==> config.mk <==
export PLATFORM = sky130hd
export DESIGN_NAME = mips_fetch_unit_flat
export DESIGN_NICKNAME = d
export VERILOG_FILES = /design/src/rtl/mips_fetch_if.sv /design/src/rtl/mips_fetch_unit.sv /design/src/flat_wrapper.sv
export SDC_FILE = /design/constraint.sdc
export NUM_CORES = 1
export LEC_CHECK = 0
export BUFFER_PORTS_ARGS = -buffer_cell sky130_fd_sc_hd__buf_4
export CORE_ASPECT_RATIO = 1.4
export CORE_MARGIN = 3
export CORE_UTILIZATION = 48
export CTS_CLUSTER_SIZE = 8
export DETAILED_ROUTE_END_ITERATION = 7
export GPL_TIMING_DRIVEN = 0
export PLACE_DENSITY = 0.84
export RECOVER_POWER = 50
export SYNTH_ARGS = -nofsm -noshare
export SYNTH_HDL_FRONTEND = slang
export SYNTH_SLANG_ARGS = --single-unit
==> constraint.sdc <==
create_clock -name clk -period 2.25 [get_ports clk]
set_clock_uncertainty 0.1 [all_clocks]
set_input_delay 0.45 -clock clk [delete_from_list [all_inputs] [get_ports clk]]
set_output_delay 0.45 -clock clk [all_outputs]
set_load 0.01 [all_outputs]
==> src/rtl/mips_fetch_if.sv <==
// Fetch-stage bus: instruction RAM port, redirect request from execute, and fetch status.
// fsm_state is a debug view of the sequencer state: 0 = RUN, 1 = DELAY, 2 = HALTED.
interface mips_fetch_if;
   logic        stall;
   logic        redirect_valid;
   logic [31:0] redirect_target;
   logic [31:0] instr_readdata;
   logic [31:0] instr_address;
   logic [31:0] instr;
   logic [31:0] pc;
   logic [31:0] pc_plus8;
   logic        active;
   logic        fault;
   logic        ds_err;
   logic [1:0]  fsm_state;

   // Redirects are single-cycle requests with no ready: they are sampled only on an
   // unstalled rising edge in RUN, and dropped (flagged via ds_err) in DELAY.
   modport master (
      input  stall, redirect_valid, redirect_target, instr_readdata,
      output instr_address, instr, pc, pc_plus8, active, fault, ds_err, fsm_state
   );

   modport slave (
      output stall, redirect_valid, redirect_target, instr_readdata,
      input  instr_address, instr, pc, pc_plus8, active, fault, ds_err, fsm_state
   );
endinterface

==> src/rtl/mips_fetch_unit.sv <==
// MIPS program counter and fetch sequencer with branch-delay-slot handling,
// halt-on-redirect-to-HALT_ADDR, and sticky misalignment / delay-slot-redirect flags.
module mips_fetch_unit #(
   parameter logic [31:0] RESET_VECTOR = 32'hBFC00000,
   parameter logic [31:0] HALT_ADDR    = 32'h00000000
) (
   input logic          clk,
   input logic          reset,
   mips_fetch_if.master bus
);

   typedef enum logic [1:0] {
      RUN    = 2'd0,
      DELAY  = 2'd1,
      HALTED = 2'd2
   } state_t;

   state_t      state;
   logic [31:0] pc;
   logic [31:0] pending;
   logic        active;
   logic        fault;
   logic        ds_err;

   always_ff @(posedge clk or negedge reset) begin
      if (!reset) begin
         state   <= RUN;
         pc      <= RESET_VECTOR;
         pending <= 32'h0;
         active  <= 1'b1;
         fault   <= 1'b0;
         ds_err  <= 1'b0;
      end else if (!bus.stall) begin
         case (state)
            RUN: begin
               pc <= pc + 32'd4;
               if (bus.redirect_valid) begin
                  state <= DELAY;
                  // A misaligned target is replaced by a halt once the delay slot retires.
                  if (bus.redirect_target[1:0] == 2'b00) begin
                     pending <= bus.redirect_target;
                  end else begin
                     pending <= HALT_ADDR;
                     fault   <= 1'b1;
                  end
               end
            end
            DELAY: begin
               pc <= pending;
               if (bus.redirect_valid) ds_err <= 1'b1;
               if (pending == HALT_ADDR) begin
                  state  <= HALTED;
                  active <= 1'b0;
               end else begin
                  state <= RUN;
               end
            end
            default: begin
               state <= HALTED;
            end
         endcase
      end
   end

   assign bus.instr_address = pc;
   assign bus.pc            = pc;
   assign bus.pc_plus8      = pc + 32'd8;
   assign bus.instr         = (state == HALTED) ? 32'h0 : bus.instr_readdata;
   assign bus.active        = active;
   assign bus.fault         = fault;
   assign bus.ds_err        = ds_err;
   assign bus.fsm_state     = state;

endmodule

==> src/flat_wrapper.sv <==
// flat-port wrapper written by rule: the top's interface ports become plain ports
module mips_fetch_unit_flat 
#(
   parameter logic [31:0] RESET_VECTOR = 32'hBFC00000,
   parameter logic [31:0] HALT_ADDR    = 32'h00000000
)
  (clk, reset, bus_stall, bus_redirect_valid, bus_redirect_target, bus_instr_readdata, bus_instr_address, bus_instr, bus_pc, bus_pc_plus8, bus_active, bus_fault, bus_ds_err, bus_fsm_state);
  mips_fetch_if bus_i ();
  input logic clk;
  input logic reset;
  input wire logic [$bits(bus_i.stall)-1:0] bus_stall;
  input wire logic [$bits(bus_i.redirect_valid)-1:0] bus_redirect_valid;
  input wire logic [$bits(bus_i.redirect_target)-1:0] bus_redirect_target;
  input wire logic [$bits(bus_i.instr_readdata)-1:0] bus_instr_readdata;
  output wire logic [$bits(bus_i.instr_address)-1:0] bus_instr_address;
  output wire logic [$bits(bus_i.instr)-1:0] bus_instr;
  output wire logic [$bits(bus_i.pc)-1:0] bus_pc;
  output wire logic [$bits(bus_i.pc_plus8)-1:0] bus_pc_plus8;
  output wire logic [$bits(bus_i.active)-1:0] bus_active;
  output wire logic [$bits(bus_i.fault)-1:0] bus_fault;
  output wire logic [$bits(bus_i.ds_err)-1:0] bus_ds_err;
  output wire logic [$bits(bus_i.fsm_state)-1:0] bus_fsm_state;
  assign bus_i.stall = bus_stall;
  assign bus_i.redirect_valid = bus_redirect_valid;
  assign bus_i.redirect_target = bus_redirect_target;
  assign bus_i.instr_readdata = bus_instr_readdata;
  assign bus_instr_address = bus_i.instr_address;
  assign bus_instr = bus_i.instr;
  assign bus_pc = bus_i.pc;
  assign bus_pc_plus8 = bus_i.pc_plus8;
  assign bus_active = bus_i.active;
  assign bus_fault = bus_i.fault;
  assign bus_ds_err = bus_i.ds_err;
  assign bus_fsm_state = bus_i.fsm_state;
  mips_fetch_unit #(.RESET_VECTOR(RESET_VECTOR), .HALT_ADDR(HALT_ADDR)) u_core (.clk(clk), .reset(reset), .bus(bus_i));
endmodule
# After elaboration in Yosys (flattened, before gate mapping)
# Index checks and enable logic that the tools add are counted.
# Widths: inputs -> output; s select.
word_totals:
  reg_bits: 69
  output_inout_bits: 133
  word_cells: 29
op_classes:
  addsub: 2
  eq_ne: 3
  mux: 6
  n_bitwise: 2
  reduce_logical: 10
op_table:
  columns: ["cell", "n"]
  rows:
  - ["$mux 32", 2]
  - ["$pmux 32 s2", 1]
  - ["$add 32x3->32 const B", 1]
  - ["$add 32x4->32 const B", 1]
  - ["$logic_not 32->1", 1]
  - ["$reduce_and 3->1", 3]
  - ["$logic_not 2->1", 2]
  - ["$mux 2", 2]
  - ["$pmux 2 s2", 1]
  - ["$reduce_and 2->1", 2]
  - ["$reduce_and 4->1", 1]
  - ["$eq 2x1->1 const B", 1]
  - ["$eq 2x2->1 const B", 1]
  - ["$ne 2x2->1 const B", 1]
  - ["$not 1->1", 2]
  - ["$reduce_bool 2->1", 1]

# Depth between registers and ports, before layout
# Gate-level depths: netlist (run 1).
depth:
  ltp_word: 3
  depth_mapped: 8
  depth_no_buf: 6

# Worst setup path after synthesis (run 1)
# Ideal clock, no wire load.
synth_timing:
  path_type: "register to output"
  from: "register u_core.pc[22], in the netlist u_core.bus.instr_address[22]"
  to: "output port bus_pc_plus8[28]"
  arrival_time_ps: 1688
  required_time_ps: 1700
  slack_ps: 12
  path_stages_with_launch: 8
  path_buffers: 2
  cell_sequence: "dfstp_2 clkbuf_1 and3_1 and2_1 buf_2 nand3_1 nor2_1 xor2_1"
synth_between:
  elab_chain_cells: 1
synth_rtl:
  columns: ["element", "line", "text"]
  rows:
  - ["start, declared", "mips_fetch_unit.sv:19", "logic [31:0] pc;"]
  - ["start signal, assigned", "mips_fetch_unit.sv:36", "pc <= pc + 32'd4;"]
  - ["start signal, assigned", "mips_fetch_unit.sv:49", "pc <= pending;"]
  - ["$add 32x4->32", "mips_fetch_unit.sv:67", "assign bus.pc_plus8 = pc + 32'd8;"]
  - ["end, declared", "flat_wrapper.sv:18", "output wire logic [$bits(bus_i.pc_plus8)-1:0] bus_pc_plus8;"]
# No other way between the ends.

# Worst setup path in the final report (run 1)
layout_timing:
  from: "register u_core.pc[6], in the netlist u_core.bus.instr_address[6]"
  to: "register u_core.pc[15], in the netlist u_core.bus.instr_address[15]"
layout_between:
  elab_chain_cells: 2
layout_rtl:
  columns: ["element", "line", "text"]
  rows:
  - ["$add 32x3->32", "mips_fetch_unit.sv:36", null]
  - ["$pmux 32 s2", "mips_fetch_unit.sv:34", "case (state)"]
# No other way between the ends.
# A chain may end at the register's enable or synchronous reset.

==> results.json, run 1 <==
{
  "status": "finished, violations left",
  "violations": "max-capacitance violations, max-slew violations, negative setup slack",
  "period_minus_slack_ps": 2684,
  "cts_tree": "built",
  "clock-sinks": 69,
  "critPathBufInv": 4,
  "synthXorXnorAreaFrac_pct": 5.224,
  "synth_cell_type_count": 59,
  "grt_overflow": 0,
  "grt_max_degree": 70,
  "synthAdderAreaFrac_pct": 0.5528,
  "seqCellArea_um2": 1744,
  "synth.top_cell.area_share_pct": 32.61,
  "ys.flop_type": "dfrtp_1",
  "initial_core_util_pct": 49.86,
  "io_pins": 201,
  "final.setup.worst_slack_ps": -434.0,
  "clk_pin_slew_worst_paths_ps": 60,
  "worstPathRequired_ps": 2310,
  "synthTopCellsByArea": "dfrtp_1 (33%), nand2_1 (8.0%), buf_4 (6.3%)",
  "drtAntennaViolNets": 0,
  "async_flop_share_pct": 100.0,
  "cp_max_fo": 5,
  "clock_latency_ps": 340,
  "antenna_found_initial": 0,
  "hold_viol": 0,
  "clock.fmax_mhz": 372.6,
  "end_kind": "flip-flop",
  "syn_area_per_cell_um2": 8.231,
  "synth_fp_nets": 620,
  "finalSetupViolCount": 27,
  "nNetsFinal": 922,
  "drtPass1Iterations": 8,
  "numCtsBuffers": 9,
  "portBuffers": 200,
  "globalplace.congestion": 0.9383,
  "num_vias": 5921,
  "die-area_um2": 10650,
  "track_usage_pct": 35.14,
  "critPathArrivalTime_ps": 2740,
  "synth_commonest_cells": "nand2_1 (97), dfrtp_1 (59), o21ai_0 (47)",
  "synth.most_common_cell": "nand2_1",
  "drc": 0,
  "crit_family": "simple AND/OR/NAND/NOR gates",
  "holdBufCountCts": 0,
  "syn_inst": 550,
  "netlist.top_cell.by_area": "dfrtp_1",
  "synth_mux_area_share_pct": 0.6633,
  "fin_util_pct": 84.59,
  "finalCritPeriodShare_pct": 119.3,
  "fillers": 534,
  "synth_area_um2": 4527,
  "cap_violations": 1,
  "tns_ps": -6557,
  "antenna_cells": 0,
  "start_kind": "flip-flop",
  "multi_input_area_um2": 2713,
  "die_height_um": 120.9,
  "grt_pass1_wl_um": 28630,
  "reg2reg_from": "u_core.bus.instr_address[6]",
  "cts-root-buf": "clkbuf_16",
  "rows": 41,
  "synth_compound_area_share_pct": 13.35,
  "post-place-ws_ps": -363.6,
  "yosysWarningCount": 0,
  "synthSimpleGateAreaFrac_pct": 31.18,
  "grt_pass1_vias": 5608,
  "critPathMaxStageDelay_ps": 650,
  "hp-start": "bus_redirect_valid",
  "synth_top_family_by_area": "simple AND/OR/NAND/NOR gates",
  "startpoint": "u_core.bus.instr_address[6]",
  "drive_above_1_share_pct": 50.29,
  "post_drt_wl_per_cell_um": 21.78,
  "p_per_area_nw_per_um2": 1258,
  "drtIter0Drc": 707,
  "slowest_stage": "a311oi_1",
  "fp.coreArea_um2": 9080,
  "cts_buffer_depth": 2,
  "avgViaCountPerCell": 6.142,
  "max_slew.worst_pin.slew_ps": 1777,
  "ir_drop_v": 0.0006002,
  "p_leak_uw": 0.003806,
  "drv_slew": 70,
  "path_cells": "buf_6 > buf_6 > buf_4 > nand4_4 > or3_4 > buf_4 > nor2_8 > nor3_1 > a311oi_1",
  "htreeDepth": 3,
  "area_delta_synth_final_pct": 69.68,
  "worstSetupPathType": "flip-flop to flip-flop",
  "max_slew_margin_pct": -18.44,
  "ys_ff_latch": 69,
  "rsz0062_at_grt": "yes",
  "synth-seq-area-share_pct": 38.42,
  "hold_class": "primary input to flip-flop",
  "synth_edf_count": 0,
  "dieWidth_um": 88.08,
  "drt_wl_total_um": 21000,
  "dp_hpwl_um": 12550
}
==> what timing repair did <==
| item | CTS | global route |
|---|---|---|
| endpoints found under the hold margin | 0 | 0 |
| setup endpoints to repair | 57 | 66 |
| buffers inserted | 60 | 36 |
| gates cloned | 0 | 1 |
| pin swaps | 37 | 39 |
| gates resized for setup | 91 | 50 |
==> power breakdown <==
group          switching (µW)  total (µW)  internal [µW]
combinational            3070        6040           2970
clock                     585        1360            779
sequential                552        2260           1710
==> layer usage <==
| layer | global-route usage (%) | vias to the layer above | wire length (µm) |
|---|---|---|---|
| li1 | - | 2483 | - |
| met1 | 37.75 | 2754 | 6451 |
| met2 | 62.12 | 510 | 10490 |
| met3 | 7.337 | 174 | 2362 |
| met4 | 20.32 | 0 | 1691 |
| met5 | 0 | - | 0 |
==> cells by family after synthesis <==
logic type | after synthesis
buffers and inverters | 84
muxes | 3
and+or+nand+nor | 268
AOI/OAI and AO/OA | 97
DFF | 69
adders and majority gates | 2
xor gates and xnor gates | 27
==> sequential cells by signal, indices dropped and copies added, names as in the netlist <==
register                  flops
u_core.bus.active             1
u_core.bus.fsm_state          2
u_core.bus.ds_err             1
u_core.pending               32
u_core.bus.fault              1
u_core.bus.instr_address     32
==> final cells by class <==
type	instances	share of cell area (%)
sequential	69	22.71
clock inverter	5	0.4561
buffer	73	7.232
multi-input combinational	397	35.32
tap	107	1.743
inverter	8	0.3909
clock buffer	11	3.160
timing repair buffer	294	28.99
==> metrics by stage <==
stage / total power (µW) / std cells / instance area, µm² / hold WS, ps
after CTS: 8983 / 931 / 7266 / 172.3
after detailed placement: 6810 / 857 / 6162 / 358.0
after global placement: 6717 / 857 / 6162 / 343.4
after global routing: 10080 / 964 / 7681 / 239.5
after floorplan: 4595 / 550 / 4527 / 54.41
final: 9664 / 964 / 7681 / 238.4
==> layout by cell type, fill, tap and decap left out, types with 8 or more instances in the layout <==
cell,Yosys,routed
buf_4,38,305
nand2_1,97,92
dfrtp_1,59,55
o21ai_0,47,47
and2_1,37,35
buf_6,0,25
nor2_1,34,25
clkbuf_1,19,25
nand4_1,15,15
xor2_1,13,12
nand3_1,20,11
a21oi_1,11,11
nor3_1,16,10
nor4_1,12,10
dfstp_2,10,10
xnor2_1,14,9
a211oi_1,9,9
clkbuf_16,0,9
nor3_4,0,8
nor2_4,2,8
==> worst paths after layout <==
check / to / slack (ps) / cells past startpoint
setup / recovery: u_core.bus.instr_address[15] / -430 / 9
hold / removal: u_core.bus.ds_err / 240 / 2
setup reg to reg: u_core.bus.instr_address[15] / -430 / 9
hold reg to reg: u_core.bus.ds_err / 360 / 1
max in group asynchronous: u_core.bus.instr_address[3] / 380 / 1
min in group asynchronous: u_core.bus.instr_address[18] / 450 / 1
==> worst register-to-register path, cell delays in order, from the launching register on <==
cell	delay (ps)
dfrtp_1	430
buf_6	160
buf_6	120
buf_4	150
nand4_4	100
or3_4	410
buf_4	180
nor2_8	120
nor3_1	80
a311oi_1	650
(Power assumes the default switching activity.)
==> inputs of run 2 (changes only) <==
--- a/config.mk
+++ b/config.mk
@@ -5,14 +5,15 @@
 export SDC_FILE = /design/constraint.sdc
 export NUM_CORES = 1
 export LEC_CHECK = 0
+export ABC_AREA = 1
 export BUFFER_PORTS_ARGS = -buffer_cell sky130_fd_sc_hd__buf_4
 export CORE_ASPECT_RATIO = 1.4
 export CORE_MARGIN = 3
-export CORE_UTILIZATION = 48
+export CORE_UTILIZATION = 49
 export CTS_CLUSTER_SIZE = 8
 export DETAILED_ROUTE_END_ITERATION = 7
 export GPL_TIMING_DRIVEN = 0
-export PLACE_DENSITY = 0.84
+export PLACE_DENSITY = 0.85
 export RECOVER_POWER = 50
 export SYNTH_ARGS = -nofsm -noshare
 export SYNTH_HDL_FRONTEND = slang
==> run 2 against run 1 <==
Design area shrank 1.4%. Die area increased by 2.3%. Area after synthesis is 4.6% higher. Hold slack better by 14 ps. Final cell count increased by 13%. Total power shrank 65%. The flow finishes with violations (design-rule violations, max-capacitance violations, max-slew violations, negative setup slack). Critical path depth fell by 3. Sequential power fell by 42%. Highest routed layer unchanged. Count of clock-buffer cells in the layout rose by 2. Non-clock buffer count down 45. Global-route usage fell by 0.47 points. Largest cell class is now multi-input gates. Combinational power shrank 95%.
==> results.json, run 2 <==
{
  "num_vias": 6581,
  "netlist.top_cell.by_area": "dfrtp_1",
  "ir_drop_v": 0.0003436,
  "drive_above_1_share_pct": 43.06,
  "final_common_cell": "buf_4",
  "initial_core_util_pct": 51.29,
  "track_usage_pct": 34.67,
  "p_clk_share_pct": 52.1,
  "worst-r2r-cell-count": 11,
  "worstPathRequired_ps": 1700,
  "finalCritPeriodShare_pct": 116.2,
  "end_kind": "output port",
  "hold_class": "primary input to flip-flop",
  "reg2reg_from": "u_core.bus.instr_address[3]",
  "post_drt_wl_per_cell_um": 20.50,
  "grt_max_degree": 70,
  "synth_edf_count": 0,
  "area_delta_synth_final_pct": 59.95,
  "numCtsBuffers": 9,
  "drtPass1Iterations": 8,
  "dp_hpwl_um": 12330,
  "io_pins": 201,
  "post-place-ws_ps": -187.3,
  "drtIter0Drc": 1053,
  "globalplace.congestion": 0.9917,
  "hold_viol": 0,
  "p_per_area_nw_per_um2": 446.9,
  "p_leak_uw": 0.003968,
  "async_flop_share_pct": 100.0,
  "antenna_found_initial": 0,
  "drtAntennaViolNets": 0,
  "rsz0062_at_grt": "yes",
  "ys_ff_latch": 69,
  "syn_area_per_cell_um2": 6.765,
  "drv_slew": 70,
  "start_kind": "flip-flop",
  "grt_pass1_vias": 5952,
  "period_minus_slack_ps": 2615,
  "worstSetupPathType": "flip-flop to output port",
  "synth.top_cell.area_share_pct": 31.18,
  "drt_wl_total_um": 22290,
  "pwr-share-comb_pct": 9.1,
  "cp_max_fo": 4,
  "drc": 8,
  "hp-start": "bus_redirect_target[4]",
  "rows": 41,
  "dieWidth_um": 89.09,
  "fp.coreArea_um2": 9234,
  "p_int_uw": 2613,
  "clock-sinks": 69,
  "grt_overflow": 0,
  "yosysWarningCount": 0,
  "rrSetupSlack_ps": -30,
  "clock.fmax_mhz": 382.4,
  "max_slew_margin_pct": -21.63,
  "layout_common_cells": "buf_4 (274), nand2_1 (132), inv_1 (106)",
  "min_path_cells": 3,
  "worstHoldEndpoint": "u_core.pending[4]",
  "status": "finished, violations left",
  "synth_commonest_cells": "nand2_1 (162), inv_1 (108), nor2_1 (88)",
  "portBuffers": 200,
  "final.setup.worst_slack_ps": -364.9,
  "clock_latency_ps": 350,
  "max_slew.worst_pin.slew_ps": 1824,
  "p_switching_uw": 772.3,
  "htreeDepth": 3,
  "whs_ps": 252.0,
  "finalSetupViolCount": 21,
  "synthTopCellsByArea": "dfrtp_1 (31%), nand2_1 (13%), inv_1 (8.6%)",
  "clk_pin_slew_worst_paths_ps": 60,
  "synth_area_um2": 4736,
  "cap_violations": 1,
  "synth_cell_type_count": 31,
  "critPathArrivalTime_ps": 2060,
  "cts_buffer_depth": 2,
  "syn_inst": 700,
  "ys.flop_type": "dfrtp_1",
  "die_height_um": 122.3,
  "synth-seq-area-share_pct": 36.72,
  "tns_ps": -2995,
  "avgViaCountPerCell": 6.054,
  "die-area_um2": 10900,
  "cts_tree": "built",
  "sw_frac_of_total_pct": 22.82,
  "synth.most_common_cell": "nand2_1",
  "reg2reg_to": "u_core.bus.instr_address[26]",
  "power_frac_seq_pct": 38.8,
  "nNetsFinal": 1045,
  "synth_fp_nets": 770,
  "grt_pass1_wl_um": 29040,
  "violations": "design-rule violations, max-capacitance violations, max-slew violations, negative setup slack",
  "cts-root-buf": "clkbuf_16",
  "antenna_cells": 0
}
[run 2: changes by cell type after synthesis, sizes merged, moves of 9 or more]
cell    before  now
inv          8  109
nand2       97  165
nor2        37   96
nand3       20   65
and2        37    1
a21oi       11   27
nor3        19    3
nor4        14    1
xnor2       14    2
xor2        13   25
buf         55   44
and3        10    0
a211oi       9    0
[run 2: layout make-up]
class / instances / area, µm²
plain buffers: 58 / 367.9
clock buffers: 13 / 270.3
clock inverters: 3 / 90.09
fillers: 571 / 1659
inverters: 110 / 412.9
multi-input cells: 463 / 2594
flip-flops and latches: 69 / 1764
well taps: 107 / 133.9
repair buffers: 264 / 1942
[run 2: per-stage QoR]
stage / cell area, µm² / power, µW / std cells / util (%)
CTS: 7355 / 3327 / 1074 / 79.65
global placement: 6371 / 1608 / 1007 / 69.00
finish: 7575 / 3385 / 1087 / 82.03
floorplan: 4736 / 1426 / 700 / -
global route: 7575 / 3452 / 1087 / 82.03
detailed placement: 6371 / 1615 / 1007 / 69.00
[run 2: timing repair]
item,in CTS,in global routing
buffers inserted,51,13
gates resized for setup,82,52
hold buffers,0,0
pin swaps,18,24
hold endpoints to repair,0,0
setup endpoints to repair,55,60
[run 2: power groups by stage]
stage / Sequential, µW / Combinational [µW] / Clock, µW
after CTS: 1310 / 307 / 1710
after global placement: 1330 / 274 / 0
after floorplan: 1330 / 95.8 / 0
final: 1310 / 307 / 1760
after global routing: 1320 / 333 / 1800
after detailed placement: 1340 / 279 / 0
[run 2: critical path: stages, from the launching register on]
cell,delay (ps)
dfrtp_2,390
nand2_2,190
nor4_4,540
buf_4,230
nand2_2,60
xor2_1,170
buf_4,150
[run 2: logic make-up after synthesis]
kind of cell,share of synthesized area (%)
compound gates,9.776
buf+inv,16.33
flops,36.72
xor+xnor,4.993
simple gates,31.65
fa+ha+maj,0.5283
[run 2: how the worst max path moves through the flow]
stage                     slack (ps)                          from  cells past startpoint                to
after floorplan                  210   u_core.bus.instr_address[3]                      7  bus_pc_plus8[31]
after global placement          -170   u_core.bus.instr_address[7]                      7  bus_pc_plus8[26]
after detailed placement        -190   u_core.bus.instr_address[7]                      7  bus_pc_plus8[26]
after CTS                        -60  u_core.bus.instr_address[11]                      7  bus_pc_plus8[26]
after global routing            -350   u_core.bus.instr_address[4]                      8  bus_pc_plus8[28]
final                           -360   u_core.bus.instr_address[9]                      6  bus_pc_plus8[28]
[run 2: layer usage]
layer  wire (µm)  global-route usage, %  part of all wire, %  vias up
met5           0                      0                    0        -
li1            -                      -                    -     2704
met3        2993                  7.656                   13      229
met2       10560                  59.18                   47      705
met1        6850                  38.43                   31     2943
met4        1886                  20.95                  8.5        0
==> inputs of run 3 (changes only) <==
--- a/config.mk
+++ b/config.mk
@@ -13,7 +13,7 @@
 export CTS_CLUSTER_SIZE = 8
 export DETAILED_ROUTE_END_ITERATION = 7
 export GPL_TIMING_DRIVEN = 0
-export PLACE_DENSITY = 0.85
+export PLACE_DENSITY = 0.91
 export RECOVER_POWER = 50
 export SYNTH_ARGS = -nofsm -noshare
 export SYNTH_HDL_FRONTEND = slang
==> run 3 against run 2 <==
The flow still finishes with violations (design-rule violations, max-capacitance violations, max-slew violations, negative setup slack). Critical path type unchanged. Global-route usage rose by 1.6 points. Register-to-register slack got worse by 30 ps. Flip-flop and latch count did not move. Critical endpoint is now bus_pc_plus8[31]. Routed wire length rose by 1.6%. Total power fell by 6.8%.
==> results.json, run 3 (synthesized netlist as in run 2, its figures left out) <==
{
  "die_height_um": 122.3,
  "antenna_cells": 0,
  "htreeDepth": 3,
  "path_cells": "buf_6 > nand2_2 > nor2_1 > nand2_1 > nor2_4 > nand2_2 > xor2_1 > buf_4",
  "portBuffers": 200,
  "die-area_um2": 10900,
  "fp.coreArea_um2": 9234,
  "globalplace.congestion": 0.9730,
  "cts-root-buf": "clkbuf_16",
  "drtPass1Iterations": 8,
  "numCtsBuffers": 9,
  "holdBufCountCts": 0,
  "clk_pin_slew_worst_paths_ps": 70,
  "cap_violations": 1,
  "antenna_found_initial": 0,
  "io_pins": 201,
  "finalCritPeriodShare_pct": 109.3,
  "critPathMaxStageDelay_ps": 610,
  "layout_common_cells": "buf_4 (278), nand2_1 (128), inv_1 (105)",
  "drt_wl_total_um": 22640,
  "slowest_stage": "dfstp_2",
  "p_per_area_nw_per_um2": 415.5,
  "dieWidth_um": 89.09,
  "area_delta_synth_final_pct": 60.32,
  "finalSetupViolCount": 23,
  "rows": 41,
  "dp.cells": 1007,
  "clock_latency_ps": 350,
  "grt_max_degree": 70,
  "crit_top_cell": "nand2_2",
  "critPathBufInv": 2,
  "final.setup.worst_slack_ps": -209.8,
  "avgViaCountPerCell": 6.096,
  "period_minus_slack_ps": 2460,
  "clock-sinks": 69,
  "cts_tree": "built",
  "grt_pass1_wl_um": 30130,
  "drive_above_1_share_pct": 44.18,
  "clock.fmax_mhz": 406.5,
  "cts_buffer_depth": 2,
  "critPathArrivalTime_ps": 1910,
  "nNetsFinal": 1045,
  "track_usage_pct": 36.28,
  "ir_drop_v": 0.0004069,
  "status": "finished, violations left",
  "post_drt_wl_per_cell_um": 20.83,
  "worstPathRequired_ps": 1700,
  "rsz0062_at_grt": "yes",
  "num_vias": 6626,
  "final_common_cell": "buf_4",
  "grt_pass1_vias": 6140,
  "drv_slew": 70,
  "initial_core_util_pct": 51.29,
  "drtAntennaViolNets": 0,
  "crit_family": "flip-flops",
  "violations": "design-rule violations, max-capacitance violations, max-slew violations, negative setup slack",
  "max_slew.worst_pin.slew_ps": 1769,
  "final_cells": 1087,
  "worstSetupPathType": "flip-flop to output port",
  "end_kind": "output port",
  "dp_hpwl_um": 12440,
  "p_leak_uw": 0.003956,
  "hold_viol": 0,
  "drtIter0Drc": 1073,
  "drc": 38,
  "start_kind": "flip-flop",
  "max_slew_margin_pct": -17.91,
  "hold_class": "primary input to flip-flop",
  "grt_overflow": 0,
  "cp_max_fo": 5,
  "fin_util_pct": 82.22
}
-- run 3: changes by cell type in the layout (fill, tap and decap cells not counted), sizes merged --
cell / change
buf: +5
clkinvlp: +2
clkbuf: -7
bufinv: -2
clkinv: +2
-- run 3: path summary, 6_finish.rpt --
| path | start | endpoint | slack (ps) | cells past startpoint |
|---|---|---|---|---|
| max | u_core.bus.instr_address[27] | bus_pc_plus8[31] | -210 | 8 |
| min | bus_redirect_target[3] | u_core.pending[3] | 240 | 3 |
| max reg2reg | u_core.bus.instr_address[4] | u_core.bus.instr_address[15] | -60 | 9 |
| min reg2reg | u_core.bus.fault | u_core.bus.fault | 400 | 1 |
| max in group asynchronous | reset | u_core.bus.instr_address[21] | 400 | 1 |
| min in group asynchronous | reset | u_core.pending[11] | 470 | 1 |
-- run 3: layer usage --
metal / vias up / GRT usage, % / wire, µm
li1: 2695 / - / -
met1: 2915 / 38.88 / 6907
met2: 755 / 62.32 / 10670
met3: 261 / 7.925 / 2953
met4: 0 / 24.12 / 2108
met5: - / 0 / 0
-- run 3: power by group --
part           switching, µW  leakage (µW)  internal (µW)
logic                    164       0.00307            157
clock network            597      0.000148            919
registers               33.5      0.000739           1280
total                    795       0.00396           2360
-- run 3: area by class of cell --
class | count | area [µm²]
repair buffers | 264 | 1974
well taps | 107 | 133.9
inverters | 110 | 412.9
fillers | 518 | 1642
clock buffers | 11 | 252.7
flip-flops and latches | 69 | 1764
clock inverters | 5 | 58.81
multi-input cells | 463 | 2629
plain buffers | 58 | 366.6
-- run 3: tightest hold or removal path, cell delays in order --
cell     delay [ps]
buf_4            80
nand3_1          60
o21ai_0          60
-- run 3: repair_timing --
item | 4_1_cts | 5_1_grt
endpoints found under the setup margin | 55 | 34
pin swaps | 28 | 23
hold endpoints to repair | 0 | 0
buffers inserted | 55 | 9
resized for setup | 89 | 49
-- run 3: per-stage QoR --
stage                     hold slack [ps]  TNS, ps  setup WS [ps]  cell area [µm²]  power [µW]
after floorplan                     54.41        0          210.8             4736        1426
after detailed placement            369.5    -1427         -160.5             6371        1620
after global routing                246.0    -3743         -419.7             7592        3216
after global placement              365.9    -1422         -200.3             6371        1612
after CTS                           165.6   -218.3         -71.14             7381        3091
final                               236.8    -2447         -209.8             7592        3155
